==> src/rtl/clock_setter.sv <==
// Time/date editor: debounces the three pushbuttons, edits a shadow copy of the
// counter fields one at a time and pulses load when the edit sequence completes.
module clock_setter #(
  parameter int DEBOUNCE_CYCLES = 16,
  parameter int RESET_YEAR      = 2024
) (
  input  logic        clk,
  input  logic        rst,
  input  logic        butt_increase,
  input  logic        butt_decrease,
  input  logic        butt_change,
  input  logic [5:0]  cur_sec,
  input  logic [5:0]  cur_min,
  input  logic [4:0]  cur_hour,
  input  logic [4:0]  cur_day,
  input  logic [3:0]  cur_month,
  input  logic [13:0] cur_year,
  output logic [5:0]  set_sec,
  output logic [5:0]  set_min,
  output logic [4:0]  set_hour,
  output logic [4:0]  set_day,
  output logic [3:0]  set_month,
  output logic [13:0] set_year,
  output logic        load,
  output logic        editing,
  output logic [2:0]  field_sel
);

  localparam int CW = $clog2(DEBOUNCE_CYCLES + 1);

  typedef enum logic [2:0] {
    RUN     = 3'd0,
    E_HOUR  = 3'd1,
    E_MIN   = 3'd2,
    E_SEC   = 3'd3,
    E_DAY   = 3'd4,
    E_MONTH = 3'd5,
    E_YEAR  = 3'd6
  } state_t;

  function automatic logic [4:0] dim(input logic [3:0] m, input logic [13:0] y);
    case (m)
      4'd4, 4'd6, 4'd9, 4'd11: dim = 5'd30;
      4'd2:                    dim = (y[1:0] == 2'd0) ? 5'd29 : 5'd28;
      default:                 dim = 5'd31;
    endcase
  endfunction

  function automatic logic [4:0] clamp_day(input logic [4:0] d, input logic [4:0] lim);
    clamp_day = (d > lim) ? lim : d;
  endfunction

  // Bit order everywhere below: [0] increase, [1] decrease, [2] change.
  logic [2:0]    raw, sync1, sync2, deb, deb_d, ev;
  logic [CW-1:0] cnt [3];

  assign raw = {butt_change, butt_decrease, butt_increase};

  always_ff @(posedge clk) begin
    if (rst) begin
      sync1 <= '0;
      sync2 <= '0;
      deb   <= '0;
      deb_d <= '0;
      ev    <= '0;
      for (int i = 0; i < 3; i++) cnt[i] <= '0;
    end else begin
      sync1 <= raw;
      sync2 <= sync1;
      deb_d <= deb;
      ev    <= deb & ~deb_d;
      for (int i = 0; i < 3; i++) begin
        if (sync2[i] != deb[i]) begin
          if (cnt[i] == CW'(DEBOUNCE_CYCLES - 1)) begin
            deb[i] <= sync2[i];
            cnt[i] <= '0;
          end else begin
            cnt[i] <= cnt[i] + CW'(1);
          end
        end else begin
          cnt[i] <= '0;
        end
      end
    end
  end

  // Change has priority; inc and dec together cancel.
  logic chg, inc, dec;
  assign chg = ev[2];
  assign inc = ev[0] & ~ev[1] & ~ev[2];
  assign dec = ev[1] & ~ev[0] & ~ev[2];

  state_t      state, state_n;
  logic [5:0]  sec, sec_n, min, min_n;
  logic [4:0]  hour, hour_n, day, day_n;
  logic [3:0]  month, month_n;
  logic [13:0] year, year_n;
  logic        load_n;

  logic [3:0]  cap_month;
  logic [13:0] cap_year;
  logic [4:0]  cap_dim, cap_day, cur_dim;

  assign cap_month = (cur_month == 4'd0 || cur_month > 4'd12) ? 4'd1 : cur_month;
  assign cap_year  = (cur_year > 14'd9999) ? 14'd0 : cur_year;
  assign cap_dim   = dim(cap_month, cap_year);
  assign cap_day   = (cur_day == 5'd0) ? 5'd1 : clamp_day(cur_day, cap_dim);
  assign cur_dim   = dim(month, year);

  always_comb begin
    state_n = state;
    sec_n   = sec;
    min_n   = min;
    hour_n  = hour;
    day_n   = day;
    month_n = month;
    year_n  = year;
    load_n  = 1'b0;
    case (state)
      RUN: if (chg) begin
        sec_n   = (cur_sec > 6'd59) ? 6'd0 : cur_sec;
        min_n   = (cur_min > 6'd59) ? 6'd0 : cur_min;
        hour_n  = (cur_hour > 5'd23) ? 5'd0 : cur_hour;
        day_n   = cap_day;
        month_n = cap_month;
        year_n  = cap_year;
        state_n = E_HOUR;
      end
      E_HOUR: begin
        if (chg)      state_n = E_MIN;
        else if (inc) hour_n = (hour >= 5'd23) ? 5'd0 : hour + 5'd1;
        else if (dec) hour_n = (hour == 5'd0) ? 5'd23 : hour - 5'd1;
      end
      E_MIN: begin
        if (chg)      state_n = E_SEC;
        else if (inc) min_n = (min >= 6'd59) ? 6'd0 : min + 6'd1;
        else if (dec) min_n = (min == 6'd0) ? 6'd59 : min - 6'd1;
      end
      E_SEC: begin
        if (chg)      state_n = E_DAY;
        else if (inc) sec_n = (sec >= 6'd59) ? 6'd0 : sec + 6'd1;
        else if (dec) sec_n = (sec == 6'd0) ? 6'd59 : sec - 6'd1;
      end
      E_DAY: begin
        if (chg)      state_n = E_MONTH;
        else if (inc) day_n = (day >= cur_dim) ? 5'd1 : day + 5'd1;
        else if (dec) day_n = (day <= 5'd1) ? cur_dim : day - 5'd1;
      end
      E_MONTH: begin
        if (chg) state_n = E_YEAR;
        else if (inc || dec) begin
          if (inc) month_n = (month >= 4'd12) ? 4'd1 : month + 4'd1;
          else     month_n = (month <= 4'd1) ? 4'd12 : month - 4'd1;
          day_n = clamp_day(day, dim(month_n, year));
        end
      end
      E_YEAR: begin
        if (chg) begin
          state_n = RUN;
          load_n  = 1'b1;
        end else if (inc || dec) begin
          if (inc) year_n = (year >= 14'd9999) ? 14'd0 : year + 14'd1;
          else     year_n = (year == 14'd0) ? 14'd9999 : year - 14'd1;
          day_n = clamp_day(day, dim(month, year_n));
        end
      end
      default: state_n = RUN;
    endcase
  end

  always_ff @(posedge clk) begin
    if (rst) begin
      state   <= RUN;
      sec     <= 6'd0;
      min     <= 6'd0;
      hour    <= 5'd0;
      day     <= 5'd1;
      month   <= 4'd1;
      year    <= 14'(RESET_YEAR);
      load    <= 1'b0;
      editing <= 1'b0;
    end else begin
      state   <= state_n;
      sec     <= sec_n;
      min     <= min_n;
      hour    <= hour_n;
      day     <= day_n;
      month   <= month_n;
      year    <= year_n;
      load    <= load_n;
      editing <= (state_n != RUN);
    end
  end

  assign set_sec   = sec;
  assign set_min   = min;
  assign set_hour  = hour;
  assign set_day   = day;
  assign set_month = month;
  assign set_year  = year;
  assign field_sel = state;

endmodule

==> config.mk <==
export PLATFORM = sky130hd
export DESIGN_NAME = clock_setter
export DESIGN_NICKNAME = d
export VERILOG_FILES = /design/src/rtl/clock_setter.sv
export SDC_FILE = /design/constraint.sdc
export NUM_CORES = 1
export LEC_CHECK = 0
export CELL_PAD_IN_SITES_DETAIL_PLACEMENT = 0
export CELL_PAD_IN_SITES_GLOBAL_PLACEMENT = 1
export CORE_MARGIN = 2
export CORE_UTILIZATION = 36
export CTS_CLUSTER_DIAMETER = 80
export DETAILED_ROUTE_END_ITERATION = 8
export PLACE_DENSITY_LB_ADDON = 0.15
export SKIP_CTS_REPAIR_TIMING = 1
export SYNTH_ARGS = -nofsm -noshare
export SYNTH_HDL_FRONTEND = slang
export SYNTH_SLANG_ARGS = --single-unit
==> constraint.sdc <==
create_clock -name clk -period 3 [get_ports clk]
set_input_delay 0.45 -clock clk [delete_from_list [all_inputs] [get_ports clk]]
set_output_delay 0.45 -clock clk [all_outputs]
set_load 0.03 [all_outputs]
## Word level (Yosys, flattened, before mapping)

Memory sizes are Yosys's and may differ from the RTL's.
Index checks and enable logic that the tools add are counted.
W data, S select, Z words.

| operators by class | value |
|---|---|
| $add $sub $neg | 15 |
| order comparisons | 16 |
| equality and inequality tests | 42 |
| multiplexer cells | 127 |
| bitwise gates (word level) | 19 |
| reductions and logical operators | 32 |

Operators with widths:

| operator | count |
|---|---|
| $mux W5 | 36 |
| $mux W14 | 10 |
| $mux W6 | 14 |
| $mux W4 | 10 |
| $mux W1 | 39 |
| $pmux W14 S2 | 1 |
| $add A5 B1 Y5 const B | 5 |
| $eq A4 B3 Y1 const B | 6 |
| $eq A4 B4 Y1 const B | 6 |
| $pmux W6 S2 | 2 |
| $ne A2 B2 Y1 const B | 11 |
| $mux W3 | 7 |
| $pmux W3 S7 | 1 |
| $pmux W5 S4 | 1 |
| $reduce_and A4 Y1 | 5 |
| $pmux W2 S2 | 4 |
| $eq A5 B4 Y1 const B | 3 |
| $gt A5 B5 Y1 | 3 |
| $add A14 B1 Y14 const B | 1 |
| $ge A14 B14 Y1 const B | 1 |
| $gt A14 B14 Y1 const B | 1 |
| $logic_not A14 Y1 | 1 |
| $sub A14 B1 Y14 const B | 1 |
| $add A6 B1 Y6 const B | 2 |
| 39 further kinds | 80 |

| word-level totals | value |
|---|---|
| register bits | 60 |
| bits in writable memories | 15 |
| input port bits | 45 |
| logic and storage cells | 268 |
| memories kept | 1 |

Memories:

| memory | words | bits a word | read ports | clocked after memory_dff | wr ports | RTL line | source |
|---|---|---|---|---|---|---|---|
| cnt | 3 | 5 | 3 | 0 | 3 | 55 | `logic [CW-1:0] cnt [3];` |

## Depth between registers and ports, before layout

Gate-level depths: netlist of run 1.

| depth | value |
|---|---|
| depth after elaboration | 18 |
| mapped depth | 16 |
| depth with buffers taken out | 15 |

## Worst setup path before layout of run 1

No wires, ideal clock.

| timing path | value |
|---|---|
| path type | register -> register |
| start | register year[0], in the netlist set_year[0] |
| end | register day[2], in the netlist set_day[2] |
| setup time | 0.132 ns |
| arrival | 3.249 ns |
| path slack | -0.380 ns |
| stages on the path, launching flop included | 16 |
| path buffers | 0 |
| clock period less this slack | 3.380 ns |
| path through | dfxtp_1 -> inv_1 -> ha_1 -> nor4b_1 -> nand4b_1 -> nand4_1 -> o311ai_0 -> o21ba_2 -> ha_1 -> nor2b_1 -> o21ai_0 -> a21oi_1 -> o221ai_1 -> or3_1 -> a221oi_1 -> nor3_1 |

| between the ends | value |
|---|---|
| word-level cells in the longest chain between the ends | 15 |

RTL lines:

| element | RTL line | source |
|---|---|---|
| from (decl) | 97 | `logic [13:0] year, year_n;` |
| from (signal assigned) | 179 | `year <= 14'(RESET_YEAR);` |
| from (signal assigned) | 189 | `year <= year_n;` |
| $sub A14 B1 Y14, or another cell as far along | 163 | `else year_n = (year == 14'd0) ? 14'd9999 : year - 14'd1;` |
| $mux W14 (on tied branches) | 163, 162 |  |
| $mux W14 | 162 | `if (inc) year_n = (year >= 14'd9999) ? 14'd0 : year + 14'd1;` |
| $mux W14 | 161 | `end else if (inc \|\| dec) begin` |
| $mux W14 | 158 | `if (chg) begin` |
| $mux W14 | 119 | `case (state)` |
| $logic_not A2 Y1 | 44 | `4'd2: dim = (y[1:0] == 2'd0) ? 5'd29 : 5'd28;` |
| $mux W1 | 44 |  |
| $pmux W2 S2 | 42 | `case (m)` |
| $mux W5 | 161 |  |
| $mux W5 | 158 |  |
| $mux W5 | 119 |  |
| $gt A5 B5 Y1 | 50 | `clamp_day = (d > lim) ? lim : d;` |
| $ne A2 B2 Y1 (no source line) | - |  |
| $reduce_and A10 Y1 (no source line) | - |  |
| to (signal assigned) | 187 | `day <= day_n;` |
| to (decl) | 95 | `logic [4:0] hour, hour_n, day, day_n;` |

Several ways; a longest one is shown, not always the timed one. The select of a mux whose other input is x is not followed.
A chain may end at the register's enable or synchronous reset.

## Final worst setup path of run 1

| timing path | value |
|---|---|
| start | register month[1], in the netlist set_month[1] |
| end | register day[2], in the netlist set_day[2] |

| between the ends | value |
|---|---|
| word-level cells in the longest chain between the ends | 15 |

RTL lines:

| element | RTL line | source |
|---|---|---|
| from (decl) | 96 | `logic [3:0] month, month_n;` |
| from (signal assigned) | 188 | `month <= month_n;` |
| $sub A4 B1 Y4, or another cell as far along | 153 | `else month_n = (month <= 4'd1) ? 4'd12 : month - 4'd1;` |
| $mux W4 (on tied branches) | 153, 152 |  |
| $mux W4 | 152 | `if (inc) month_n = (month >= 4'd12) ? 4'd1 : month + 4'd1;` |
| $mux W4 | 151 | `else if (inc \|\| dec) begin` |
| $mux W4 | 150 | `if (chg) state_n = E_YEAR;` |
| $mux W4 | 119 |  |
| $eq A4 B3 Y1 / $eq A4 B4 Y1 (equally long branches) | 42 |  |
| $reduce_or A4 Y1 | 42 |  |
| $pmux W2 S2 | 42 |  |
| $mux W5 | 151 |  |
| $mux W5 | 150 |  |
| $mux W5 | 119 |  |
| $gt A5 B5 Y1 | 50 |  |
| $ne A2 B2 Y1 (no source line) | - |  |
| $reduce_and A10 Y1 (no source line) | - |  |

Several ways; a longest one is shown, not always the timed one. The select of a mux whose other input is x is not followed.

==> summary.txt, run 1 <==
Critical path
  • Number of buffer and inverter stages on the critical path: 1
  • Crit path kind: flop to flop
  • Critical path data required time: 3.21 ns
  • FF-to-FF path depth: 15
  • Cell class contributing the biggest share of worst-path delay: simple AND/OR/NAND/NOR gates
  • Cell chain of the critical path: inv_1, ha_2, nor2_4, nor3_1, nor2_1, a211oi_1, o31a_1, ha_1, nand2_1, o211ai_1, nand2_1, o221ai_2, or3_4, a221oi_2, nor3_1
  • Master of the slowest instance on the critical path: or3_4
  • Highest fanout seen on the critical path: 3
  • Setup slack of the most critical reg-to-reg path: -0.01 ns
  • Arrival time at the worst endpoint: 3.22 ns
  • End of the worst register-to-register path: set_day[2]
  • Startpoint of the lowest-slack register-to-register path: set_month[1]
  • Worst setup EP type: flop
  • CP max stage delay: between 0.4 and 0.5 ns
  • Startpoint Class: flop

STA
  • Period utilization: 100%
  • Worst Slack Setup Final: -0.0108 ns
  • Max-Slew Margin vs Limit: about 44%
  • Worst Skew: between 0.006 and 0.007 ns
  • Unrepaired setup endpoints after global routing: yes
  • Final period demand of the worst path: between 3 and 4 ns
  • Total of endpoints with negative setup slack in the final report: 1
  • Worst Max-Slew Pin Slew: roughly 0.84 ns
  • Number of hold-slack violations in the final timing report: 0
  • FMAX: between 0.3 and 0.4 GHz
  • Fin. max-slew vios: 0
  • Hold slack: about 0.39 ns

Synthesis
  • Portion of synthesized cell area occupied by the leading cell type: between 20% and 30%
  • Top flip-flop cell by instance count after synthesis: dfxtp_1
  • Cell area after synthesis: 5730 um^2
  • Largest cells by area after synthesis: dfxtp_1 21%, edfxtp_1 7.9%, ha_1 6.8%, a21oi_1 5.9%, nor2_1 5.3%
  • Register bit count reported by yosys: 75
  • Syn avg cell area: 7.59 um^2
  • Register area share after synthesis: slightly below 30%
  • Largest area contributor in the netlist: dfxtp_1
  • Number of synthesized flops with an enable pin: 15
  • Cell count after synthesis: 755
  • Syn. warnings: 0
  • Proportion of synthesized flip-flops having asynchronous set or reset: 0%
  • Distinct cells, synth: 67

Global routing
  • Initial antenna violation count: 0
  • Aggregate global-route resource usage: a little over a fifth
  • Vias in the first global route: about 5,800
  • Pin count of the biggest net entering global routing: 41
  • GR Overflow Total: 0
  • Global-route wire length before repair: 28,500 um

Routing
  • Number of vias per cell: about 5.6
  • Detailed-route wire length per cell: around 16 um
  • Routed via count: 6,124
  • DRC violation count after routing: 0
  • Number of detailed-routing iterations run before antenna repair: 7
  • Detailed Route WL: about 18,000 um
  • Initial DRC count: 534
  • Post-DRT Antenna Nets: 0

Placement
  • Estimated wirelength of the detail-placed design: 12,800 um
  • Count of buffers from port buffering: a little under 90
  • Routability congestion estimate from global placement: 0.892
  • Standard cell area after detailed placement: 7160 um^2
  • Worst slack after detailed placement: -0.109 ns

Clocking
  • Root buffer cell: clkbuf_16
  • Latest clock arrival within the worst-skew pair: 0.35 ns
  • Worst-path clk slew: approximately 0.070 ns
  • Deepest level of the CTS H-tree: 3
  • Number of clock buffers inserted by TritonCTS: 9
  • Buffers from clock root to sink, at most: 2
  • Number of sinks driven by the clock tree: 75
  • CTS tree: built

Layout
  • Layout cell share with drive strength beyond 1: between 10% and 20%
  • Inserted Diodes: 0
  • Layout-stage area growth over the synthesis result: 33.5%
  • Number of nets in the final layout: 950
  • Final cell area excluding filler cells: about 7600 um^2

Power and ir drop
  • Cell Pwr Density: about 300 nW/um^2
  • Worst VDD drop: about 0.28 mV
  • Relative contribution of combinational cells to total power: under 10%
  • Switching power of the nets: around 0.59 mW
  • Leakage power: roughly 2.7 nW
  • Clk network pwr share: between 40 and 50%
  • Sw frac: about a quarter
  • Cell internal pwr: 1.71 mW
  • Relative contribution of sequential cells to total power: 45.5%

Die
  • Starting density of the core: approximately 36%
  • Die outline area: about 17,000 um^2
  • # IOs: 90
  • Std cell rows: 46
  • Chip width: ~130 um
  • Area of the core: roughly 16,000 um^2
  • Die Y-Extent: roughly 130 um

Flow run
  • Max Cap Viol: 0

Outcome
  • Violated checks: negative setup slack
  • Status: complete, but fails checks

Worst hold path
  • Hold Path Cell Cnt: 1
  • HP Class: flop to flop
  • Endpoint, Worst Hold: ev[0]
  • Start point of the worst min-delay path: deb_d[0]
cells in the mapped netlist (7+ instances only):
master and instances:
nor2_1 81, a21oi_1 68, nand2_1 64, dfxtp_1 60, o21ai_0 45, clkbuf_1 37
ha_1 31, inv_1 28, nor3_1 28, nand3_1 26, nor2b_1 25, a211oi_1 17
a31oi_1 17, edfxtp_1 15, xnor2_1 13, and3_1 12, o211ai_1 12, a221oi_1 11
or3_1 10, mux2i_1 9, o221ai_1 9, a311oi_1 8, xor2_1 8, nand2b_1 7
o31ai_1 7
through the flow:
step | util (%) | power (mW) | TNS (ns) | instances
final | 48.7 | 2.30 | -0.0108 | 1095
after global routing | 48.7 | 2.39 | -0.415 | 1095
after CTS | 47.4 | 2.33 | -0.140 | 1090
after detailed placement | 45.6 | 1.23 | -0.135 | 1074
after global placement | 45.6 | 1.23 | -0.0598 | 1074
after floorplan | - | 1.14 | 0 | 769
power by group through the flow:
stage / Combinational (mW) / Clock [mW] / Sequential (mW)
2_1_floorplan: 0.0662 / 0 / 1.07
3_3_place_gp: 0.160 / 0 / 1.07
3_5_place_dp: 0.163 / 0 / 1.07
4_1_cts: 0.164 / 1.12 / 1.05
5_1_grt: 0.183 / 1.16 / 1.05
6_report: 0.165 / 1.09 / 1.05
cell type report:
cell class              count  area (um^2)
clock buffers               9          225
clock inverters             7         63.8
fillers                  1539         8070
inverters                  28          105
multi-input cells         617         4020
flip-flops and latches     75         1660
well taps                 216          270
repair buffers            143         1290
layout by cell type, fill, tap and decap left out, types with 15 or more instances in the layout:
cell,netlist,layout
dfxtp_1,60,52
nand2_1,64,64
buf_4,0,53
nor2_1,81,78
inv_1,28,26
nor3_1,28,28
clkdlybuf4s50_1,0,88
a211oi_1,17,17
conb_1,1,15
ha_1,31,25
nand3_1,26,26
a31oi_1,17,17
o21ai_0,45,42
nor2b_1,25,23
a21oi_1,68,63
edfxtp_1,15,15
flip-flops by register name, summed over array words and instances (netlist names), 4 cells and up:
signal / flops
set_sec: 6
cnt: 15
set_day: 5
set_min: 6
set_hour: 5
set_month: 4
set_year: 14
worst max path at each step:
| stage | startpoint | end | slack (ns) | cells after the start |
|---|---|---|---|---|
| finish | set_month[1] | set_day[2] | -0.01 | 15 |
| floorplan | set_year[0] | set_day[2] | 0.0005 | 15 |
| CTS | ev[0] | set_day[4] | -0.05 | 12 |
| detailed placement | cur_year[6] | set_day[1] | -0.11 | 13 |
| global placement | cur_year[7] | set_day[1] | -0.06 | 13 |
| global route | set_month[1] | set_day[2] | -0.15 | 15 |
worst reg2reg max path, delay by kind of cell, from the launching register on:
kind	cells	cell delay (ns)
simple gates	7	1.05
buf+inv	1	0.13
fa+ha+maj	2	0.47
compound gates	5	0.90
flops	1	0.32
cells by family (layout without fill, tap and decap cells):
| family | after synthesis | count (layout) | synth area share, % |
|---|---|---|---|
| buffers and inverters | 77 | 187 | 5.31 |
| adder cells (fa/ha/maj) | 31 | 31 | 6.77 |
| XOR/XNOR | 21 | 21 | 3.21 |
| flip-flops | 75 | 75 | 28.8 |
| other | 1 | 15 | 0.0655 |
| multiplexers | 11 | 11 | 1.97 |
| AND/OR/NAND/NOR | 297 | 297 | 26.0 |
| AO/OA/AOI/OAI | 242 | 242 | 27.8 |
metal layers:
layer | GRT usage, % | up-vias | routed length, um
li1 | - | 3043 | -
met5 | 0 | - | 0
met4 | 6.45 | 0 | 307
met2 | 35.2 | 166 | 8500
met3 | 4.51 | 30 | 810
met1 | 26.8 | 2885 | 7960
Power figures use the tool's default switching activity.
==> run 2: changes to the inputs <==
CTS_BUF_LIST = sky130_fd_sc_hd__clkbuf_4 sky130_fd_sc_hd__clkbuf_8 sky130_fd_sc_hd__clkbuf_16   (was unset)
==> results of run 2 <==
The final DEF is identical to that of run 1; final timing and power are the same.
